File: src/rtl/pwm_pkg.sv
// pwm_pkg: shared constants, direction encoding and full-scale helper for the PWM block
package pwm_pkg;
   localparam int CH_W = 3;
   typedef enum logic {DIR_UP, DIR_DOWN} dir_t;
   function automatic int unsigned pwm_max(int unsigned width);
      return (32'd1 << width) - 32'd1;
   endfunction
endpackage

File: src/rtl/pwm_if.sv
// pwm_if: valid/ready duty-write port
interface pwm_if #(parameter int WIDTH = 8);
   import pwm_pkg::*;
   logic wr_valid;
   logic wr_ready;
   logic [CH_W-1:0] wr_channel;
   logic [WIDTH-1:0] wr_duty;
   modport master (output wr_valid, wr_channel, wr_duty, input wr_ready);
   modport slave (input wr_valid, wr_channel, wr_duty, output wr_ready);
endinterface

File: src/rtl/pwm_prescaler.sv
// pwm_prescaler: reload counter giving one tick every prescale+1 enabled clocks
module pwm_prescaler #(
   parameter int PRESCALE_WIDTH = 8
) (
   input  logic clock,
   input  logic reset,
   input  logic enable,
   input  logic [PRESCALE_WIDTH-1:0] prescale,
   output logic tick
);
   logic [PRESCALE_WIDTH-1:0] count;
   assign tick = enable && count == prescale;
   always_ff @(posedge clock)
      count <= (reset || !enable || tick) ? '0 : count + PRESCALE_WIDTH'(1);
endmodule

File: src/rtl/pwm_multichannel.sv
// pwm_multichannel: CHANNELS PWM outputs off one shared, prescaled period counter
// with shadowed duty writes and optional center-aligned counting
module pwm_multichannel
   import pwm_pkg::*;
#(
   parameter int CHANNELS = 4,
   parameter int WIDTH = 8,
   parameter int PRESCALE_WIDTH = 8
) (
   input  logic clock,
   input  logic reset,
   input  logic enable,
   input  logic [PRESCALE_WIDTH-1:0] prescale,
   input  logic center_mode,
   pwm_if.slave wr,
   output logic [CHANNELS-1:0] pwm,
   output logic period_start
);
   localparam logic [WIDTH-1:0] MAX = WIDTH'(pwm_max(WIDTH));
   localparam logic [WIDTH-1:0] LAST = MAX - WIDTH'(1);
   logic tick, boundary, load, fresh, rst_done, mode_act, mode_nxt, wr_fire;
   logic [PRESCALE_WIDTH-1:0] psc_act, psc_nxt;
   logic [WIDTH-1:0] cnt, cnt_nxt;
   dir_t dir, dir_nxt;
   logic [CHANNELS-1:0] pwm_nxt;

   pwm_prescaler #(.PRESCALE_WIDTH(PRESCALE_WIDTH)) u_prescaler (
      .clock(clock), .reset(reset), .enable(enable), .prescale(psc_act), .tick(tick)
   );

   // fresh marks "no period running yet", so the first tick after reset/enable is a boundary
   always_ff @(posedge clock)
      if (reset || !enable) begin
         cnt <= '0;
         dir <= DIR_UP;
         fresh <= 1'b1;
      end else if (tick) begin
         cnt <= cnt_nxt;
         dir <= dir_nxt;
         fresh <= 1'b0;
      end

   // center mode holds each end value for two ticks by turning around without stepping
   always_comb begin
      boundary = tick && (fresh || (mode_act ? (dir == DIR_DOWN && cnt == '0) : (cnt == LAST)));
      cnt_nxt = cnt;
      dir_nxt = dir;
      if (boundary) begin
         cnt_nxt = '0;
         dir_nxt = DIR_UP;
      end else if (tick && mode_act && dir == DIR_UP && cnt == LAST)
         dir_nxt = DIR_DOWN;
      else if (tick)
         cnt_nxt = dir == DIR_UP ? cnt + WIDTH'(1) : cnt - WIDTH'(1);
   end

   always_comb begin
      load = boundary || !enable;
      mode_nxt = load ? center_mode : mode_act;
      psc_nxt = load ? prescale : psc_act;
      wr_fire = wr.wr_valid && wr.wr_ready;
   end

   assign wr.wr_ready = rst_done && !boundary;

   for (genvar c = 0; c < CHANNELS; c++) begin : g_ch
      logic [WIDTH-1:0] shadow, active, duty;
      assign duty = load ? shadow : active;
      assign pwm_nxt[c] = mode_nxt ? cnt_nxt >= MAX - duty : cnt_nxt < duty;
      always_ff @(posedge clock)
         if (reset) begin
            shadow <= '0;
            active <= '0;
         end else begin
            if (wr_fire && wr.wr_channel == CH_W'(c)) shadow <= wr.wr_duty;
            active <= duty;
         end
   end

   always_ff @(posedge clock)
      if (reset) begin
         pwm <= '0;
         period_start <= 1'b0;
         mode_act <= 1'b0;
         psc_act <= '0;
         rst_done <= 1'b0;
      end else begin
         pwm <= !enable ? '0 : tick ? pwm_nxt : pwm;
         period_start <= boundary;
         mode_act <= mode_nxt;
         psc_act <= psc_nxt;
         rst_done <= 1'b1;
      end
endmodule

File: src/flat_wrapper.sv
// flat-port wrapper written by rule: the top's interface ports become plain ports
module pwm_multichannel_flat import pwm_pkg::*;
#(
   parameter int CHANNELS = 4,
   parameter int WIDTH = 8,
   parameter int PRESCALE_WIDTH = 8
)
  (clock, reset, enable, prescale, center_mode, pwm, period_start, wr_wr_valid, wr_wr_channel, wr_wr_duty, wr_wr_ready);
  pwm_if #(.WIDTH(WIDTH)) wr_i ();
  input  logic clock;
  input  logic reset;
  input  logic enable;
  input  logic [PRESCALE_WIDTH-1:0] prescale;
  input  logic center_mode;
  output logic [CHANNELS-1:0] pwm;
  output logic period_start;
  input wire logic [$bits(wr_i.wr_valid)-1:0] wr_wr_valid;
  input wire logic [$bits(wr_i.wr_channel)-1:0] wr_wr_channel;
  input wire logic [$bits(wr_i.wr_duty)-1:0] wr_wr_duty;
  output wire logic [$bits(wr_i.wr_ready)-1:0] wr_wr_ready;
  assign wr_i.wr_valid = wr_wr_valid;
  assign wr_i.wr_channel = wr_wr_channel;
  assign wr_i.wr_duty = wr_wr_duty;
  assign wr_wr_ready = wr_i.wr_ready;
  pwm_multichannel #(.CHANNELS(CHANNELS), .WIDTH(WIDTH), .PRESCALE_WIDTH(PRESCALE_WIDTH)) u_core (.clock(clock), .reset(reset), .enable(enable), .prescale(prescale), .center_mode(center_mode), .wr(wr_i), .pwm(pwm), .period_start(period_start));
endmodule
File: config.mk
export PLATFORM = sky130hd
export DESIGN_NAME = pwm_multichannel_flat
export DESIGN_NICKNAME = d
export VERILOG_FILES = /design/src/rtl/pwm_pkg.sv /design/src/rtl/pwm_if.sv /design/src/rtl/pwm_prescaler.sv /design/src/rtl/pwm_multichannel.sv /design/src/flat_wrapper.sv
export SDC_FILE = /design/constraint.sdc
export NUM_CORES = 1
export LEC_CHECK = 0
export CAP_MARGIN = 20
export CELL_PAD_IN_SITES_DETAIL_PLACEMENT = 1
export CELL_PAD_IN_SITES_GLOBAL_PLACEMENT = 1
export CORE_MARGIN = 2
export CORE_UTILIZATION = 47
export DETAILED_ROUTE_END_ITERATION = 10
export GPL_ROUTABILITY_DRIVEN = 0
export GPL_TIMING_DRIVEN = 0
export PLACE_DENSITY_LB_ADDON = 0.08
export SETUP_SLACK_MARGIN = 0.15
export SYNTH_ARGS = -nofsm -noshare
export SYNTH_HDL_FRONTEND = slang
export SYNTH_HIERARCHICAL = 1
export SYNTH_SLANG_ARGS = --single-unit
export TNS_END_PERCENT = 10
File: constraint.sdc
create_clock -name clock -period 5.6 [get_ports clock]
set_input_delay 1.12 -clock clock [delete_from_list [all_inputs] [get_ports clock]]
set_output_delay 1.12 -clock clock [all_outputs]
set_load 0.02 [all_outputs]
After elaboration in Yosys (flattened, before gate mapping)
Cells that the tools add are included.
{"block": "totals", "ff_bits": 97, "inputBits": 24, "word_cells": 79}
{"block": "op_classes", "add_sub_neg": 7, "magnitude_cmp": 8, "n_eq_ne": 5, "muxes": 17, "n_bitwise": 2, "reduce_logical": 23}
{"operator": "8-bit two-way mux", "count": 8}
{"operator": "8-bit greater-or-equal comparator", "count": 4}
{"operator": "8-bit < comparator", "count": 4}
{"operator": "8-bit subtractor (first input constant)", "count": 4}
{"operator": "8-bit by 1-bit adder with 8-bit output (second input constant)", "count": 2}
{"operator": "1-bit logical AND", "count": 12}
{"operator": "1-bit two-way mux", "count": 9}
{"operator": "8-bit equality test", "count": 1}
{"operator": "8-bit equality test (second input constant)", "count": 1}
{"operator": "8-bit logical NOT", "count": 1}
{"operator": "8-bit by 1-bit subtractor with 8-bit output (second input constant)", "count": 1}
{"operator": "3-bit by 2-bit equality test with 1-bit output (second input constant)", "count": 2}
{"operator": "1-bit logical OR", "count": 4}
{"operator": "3-bit by 1-bit equality test with 1-bit output (second input constant)", "count": 1}
{"operator": "3-bit logical NOT", "count": 1}
{"operator": "1-bit logical NOT", "count": 2}
{"operator": "1-bit NOT", "count": 2}
{"operator": "2-bit AND reduction", "count": 1}
{"operator": "2-bit nonzero test", "count": 1}
{"operator": "2-bit OR reduction", "count": 1}

Depth between registers and ports, before layout
{"block": "logic_depth", "word_depth": 10, "mapped_depth": 19, "ltp_nobuf": 15}

Modules after synthesis
The synthesis kept the hierarchy.
{"mod": "pwm_multichannel", "instances": 1, "cells_per_inst": 555, "area_each_um2": 5178.7}
{"mod": "pwm_prescaler", "instances": 1, "cells_per_inst": 48, "area_each_um2": 474.2}

Least setup slack after synthesis
Ideal clock, no wire load.
{"block": "synth_timing", "path_kind": "input to register", "start": "in enable", "end": "reg u_core.pwm[3]", "arrival_ns": 3.991, "slack_ns": 1.493, "stages": 14, "n_path_buf": 2, "cell_sequence": "and3_1 clkbuf_1 nand2_1 nor4_4 or2_1 buf_4 a211oi_1 ha_1 nor2b_1 a2111oi_0 o22ai_1 nor2_1 o311ai_1 o211a_1"}
{"block": "synth_via", "elab_chain_len": 8, "word_cells_on_any_way": 18, "cone_classes": "add/sub (1); order compare (2); mux (6); bitwise (1); reduce/logical (8)"}
{"element": "start, declared", "line": "flat_wrapper.sv:12", "rtl": "input logic enable;"}
{"element": "1-bit logical AND *", "line": "pwm_prescaler.sv:12", "rtl": "assign tick = enable && count == prescale;"}
{"element": "1-bit logical AND (3 in a row)", "line": "pwm_multichannel.sv:51", "rtl": "end else if (tick && mode_act && dir == DIR_UP && cnt == LAST)"}
{"element": "8-bit two-way mux", "line": "pwm_multichannel.sv:51"}
{"element": "8-bit two-way mux *", "line": "pwm_multichannel.sv:48", "rtl": "if (boundary) begin"}
{"element": "via u_core.cnt_nxt[1]", "line": "pwm_multichannel.sv:23", "rtl": "logic [WIDTH-1:0] cnt, cnt_nxt;"}
{"element": "8-bit < comparator / 8-bit greater-or-equal comparator (equally long branches)", "line": "pwm_multichannel.sv:69", "rtl": "assign pwm_nxt[c] = mode_nxt ? cnt_nxt >= MAX - duty : cnt_nxt < duty;"}
{"element": "1-bit two-way mux *", "line": "pwm_multichannel.sv:69"}
{"element": "end signal, assigned", "line": "pwm_multichannel.sv:88", "rtl": "pwm <= !enable ? '0 : tick ? pwm_nxt : pwm;"}
{"element": "end, declared", "line": "pwm_multichannel.sv:16", "rtl": "output logic [CHANNELS-1:0] pwm,"}
The timed path passes the listed nets; every way through them passes the cells marked *.
A chain may end at the register's enable or synchronous reset.

Worst setup path after layout
{"block": "layout_timing", "start": "in enable", "end": "reg u_core.pwm[1]"}
{"block": "layout_via", "elab_chain_len": 8, "word_cells_on_any_way": 18, "cone_classes": "add/sub (1); order compare (2); mux (6); bitwise (1); reduce/logical (8)"}
{"element": "1-bit logical AND *", "line": "pwm_prescaler.sv:12"}
{"element": "via u_core.tick", "line": "pwm_multichannel.sv:21", "rtl": "logic tick, boundary, load, fresh, rst_done, mode_act, mode_nxt, wr_fire;"}
{"element": "1-bit logical AND (3 in a row)", "line": "pwm_multichannel.sv:51"}
{"element": "8-bit two-way mux", "line": "pwm_multichannel.sv:51"}
{"element": "8-bit two-way mux *", "line": "pwm_multichannel.sv:48"}
{"element": "via u_core.cnt_nxt[3]", "line": "pwm_multichannel.sv:23"}
{"element": "8-bit < comparator / 8-bit greater-or-equal comparator (equally long branches)", "line": "pwm_multichannel.sv:69"}
{"element": "1-bit two-way mux *", "line": "pwm_multichannel.sv:69"}
Marked as above.

==> results.md <==
* Clock skew at roughly 8.5 ps
* # IOs at 30
* PostCTS Resize Cnt at 0
* Cell Rows at 40
* Minimum clock period at around 5000 ps
* Yosys warning count at 6
* Drt via density at around 5.6
* Die Span X at between 100 and 150 microns
* # clock sinks at 97
* Sw frac at 0.263
* Largest net degree at the start of global routing at 17
* Vias at roughly 4400
* Max Cap Violations at 0
* Final count of hold timing violations at 0
* Worst-margin pin slew at between 900 and 1000 ps
* Number of fill cells at 1321
* Hold path cells at 2
* Synth-to-Final Area Change at 14.1%
* Layout cell share with drive strength beyond 1 at 0.0941
* Finished Core Util at 0.544
* Vias in the first global route at 4836
* R2R Setup Slk at approximately 690 ps
* Int Power at approximately 1200 uW
* Startpoint Class: primary input
* Die Span Y at about 110 microns
* Crit share post-route at 0.888
* CTS H-tree lvls at 3
* Total global routing overflow at 0
* Post-CTS setup buffer count at 0
* CTS tree: yes
* Initial antenna violation count at 0
* Syn_nets at 695
* Outcome: finished clean
* Clock share of power at 0.417
* DRT iter0 DRCs at ~190
* Die Area at about 0.013 sq mm
* First-pass GRT wire length at about 25000 microns
* Critical path class: in2reg
* Synthesized flop and latch total at a little under 100
* Gate power share at 0.129
* Final slew viol count at 0
* CP Data Required Time at 5850 ps
* Multi-input logic area at about 0.0034 sq mm
* TNS Setup at 0 ps
* Share of power burned in registers at 0.454
* Port Buf Inserts at 29
* Total GRT Usage at 0.250
* CP Max Fanout at 10
* Finished layout cell area at between 0.006 and 0.007 sq mm
* Post-DP Area at between 0.006 and 0.007 sq mm
* Sw power at about 410 uW
* Library cells used by synthesis at between 50 and 60
* Post-synthesis sequential area ratio at 0.344
* Synth Flop Type: dfxtp_1
* Detailed placer's ending HPWL at ~12000 microns
* FF+latch area at roughly 0.0019 sq mm
* Hold Path Class: reg2reg
* Clk Latency, worst-skew pair at 360 ps
* TritonRoute pass-1 iters at 4
* Root Driver: clkbuf_16
* Asr flop ratio synth at 0
* Clock transition at path regs at approximately 70 ps
* Post-Syn Area per Cell at between 9 and 10 sq um
* Unrepaired setup endpoints after global routing: no
* WL/cell at between 15 and 20 microns
* Pwr/cell area at around 240 mW/mm^2
* Cells on worst reg2reg path at 15
* Post-synth EDFFs at 0
* Slew margin rel. at 0.384
* TritonCTS Buffers at 9
* Leak at approximately 0.0032 uW
* Crit path capture type: flop
* Ant diodes at 0
* Synth Instances at around 600
* Clk buf depth at 2
* Arr. time, crit path at ~5200 ps
* Initial core utilization at 0.477
* DRC at 0
* Endpoints failing setup at 0
* Hold slack at 464 ps
* Post-Syn Area at between 0.005 and 0.006 sq mm
* Peak Freq at just over 200 MHz
* CTS hold repair buffers at 0
* IR drop worst, VDD at between 0.15 and 0.2 mV
* Post-DRT Antenna Nets at 0
* Nets at between 700 and 800
* Core footprint at 0.0119 sq mm
* Routed wire length at 15200 microns
## Yosys cell counts, types with 6 or more instances
cell	number	share of area
a211oi_1	7	0.0093
a21oi_1	24	0.021
a221oi_1	7	0.011
and2_1	7	0.0077
clkbuf_1	10	0.0066
dfxtp_1	97	0.34
ha_1	67	0.15
inv_1	44	0.029
mux2i_1	43	0.076
mux2i_2	22	0.054
nand2_1	28	0.019
nand3_1	6	0.0053
nor2_1	99	0.066
nor2b_1	13	0.014
o21a_1	9	0.012
o21ai_0	19	0.017
xor2_1	12	0.019
## placed cells by master, fill, tap and decap left out, types with 10 or more instances in the layout
cell type,n
a21oi_1,24
ha_1,67
mux2i_1,43
clkbuf_1,10
inv_1,44
nor2_1,99
mux2i_2,22
nand2_1,28
clkdlybuf4s50_1,29
o21ai_0,19
dfxtp_1,97
xor2_1,12
nor2b_1,13
## path summary, 6_finish.rpt
check,start,end
worst max-delay path,enable,u_core/pwm[1]
worst min-delay path,u_core/fresh,u_core/fresh
worst max register to register,u_core/u_prescaler/count[2],u_core/pwm[1]
worst min register to register,u_core/fresh,u_core/fresh
## critical path, stage by stage
cell	delay, ps
clkdlybuf4s50_1	520
and3_1	160
clkbuf_1	260
clkbuf_1	410
o31a_1	390
mux2i_1	160
nor2_1	720
ha_1	400
a2111oi_0	520
o22ai_1	180
nor2_1	140
o311ai_1	110
o211a_1	140
## layer usage
metal / wire [microns] / global-route usage
met1: 6930 / 0.302
met2: 7710 / 0.455
met3: 279 / 0.0319
met4: 320 / 0.0878
met5: 0 / 0
## power groups by stage
stage,sequential [uW],clock (uW),combinational (uW)
floorplan,727,0,131
global placement,728,0,195
detailed placement,728,0,201
CTS,713,666,203
global route,714,694,221
finish,713,656,203
## area by class of cell
cell class                 instances  share of cell area
multi-input combinational        444               0.534
sequential                        97               0.301
timing repair buffer              29              0.0450
clock buffer                      11              0.0392
tap                              147              0.0285
inverter                          44              0.0256
buffer                            18              0.0169
clock inverter                     5             0.00990
## per-stage QoR
step                setup slack, ps  total power, uW  instances
CTS                             671             1580        795
global placement               97.3              923        779
floorplan                      1490              858        603
detailed placement              324              930        779
global route                    299             1630        795
finish                          625             1570        795
## kinds of logic after synthesis
logic type / share of synthesized area
compound gates: 0.117
xor+xnor: 0.0248
simple gates: 0.172
flops: 0.344
mux: 0.142
buf+inv: 0.0485
fa+ha+maj: 0.152
## sequential cells by signal, summed over array words and instances (netlist names)
signal / flops
u_core/g_ch.active: 32
u_core/g_ch.shadow: 32
u_core/cnt: 8
u_core/psc_act: 8
u_core/u_prescaler/count: 8
u_core/pwm: 4
u_core/dir: 1
u_core/fresh: 1
u_core/mode_act: 1
u_core/period_start: 1
u_core/rst_done: 1
(Power assumes the default switching activity.)
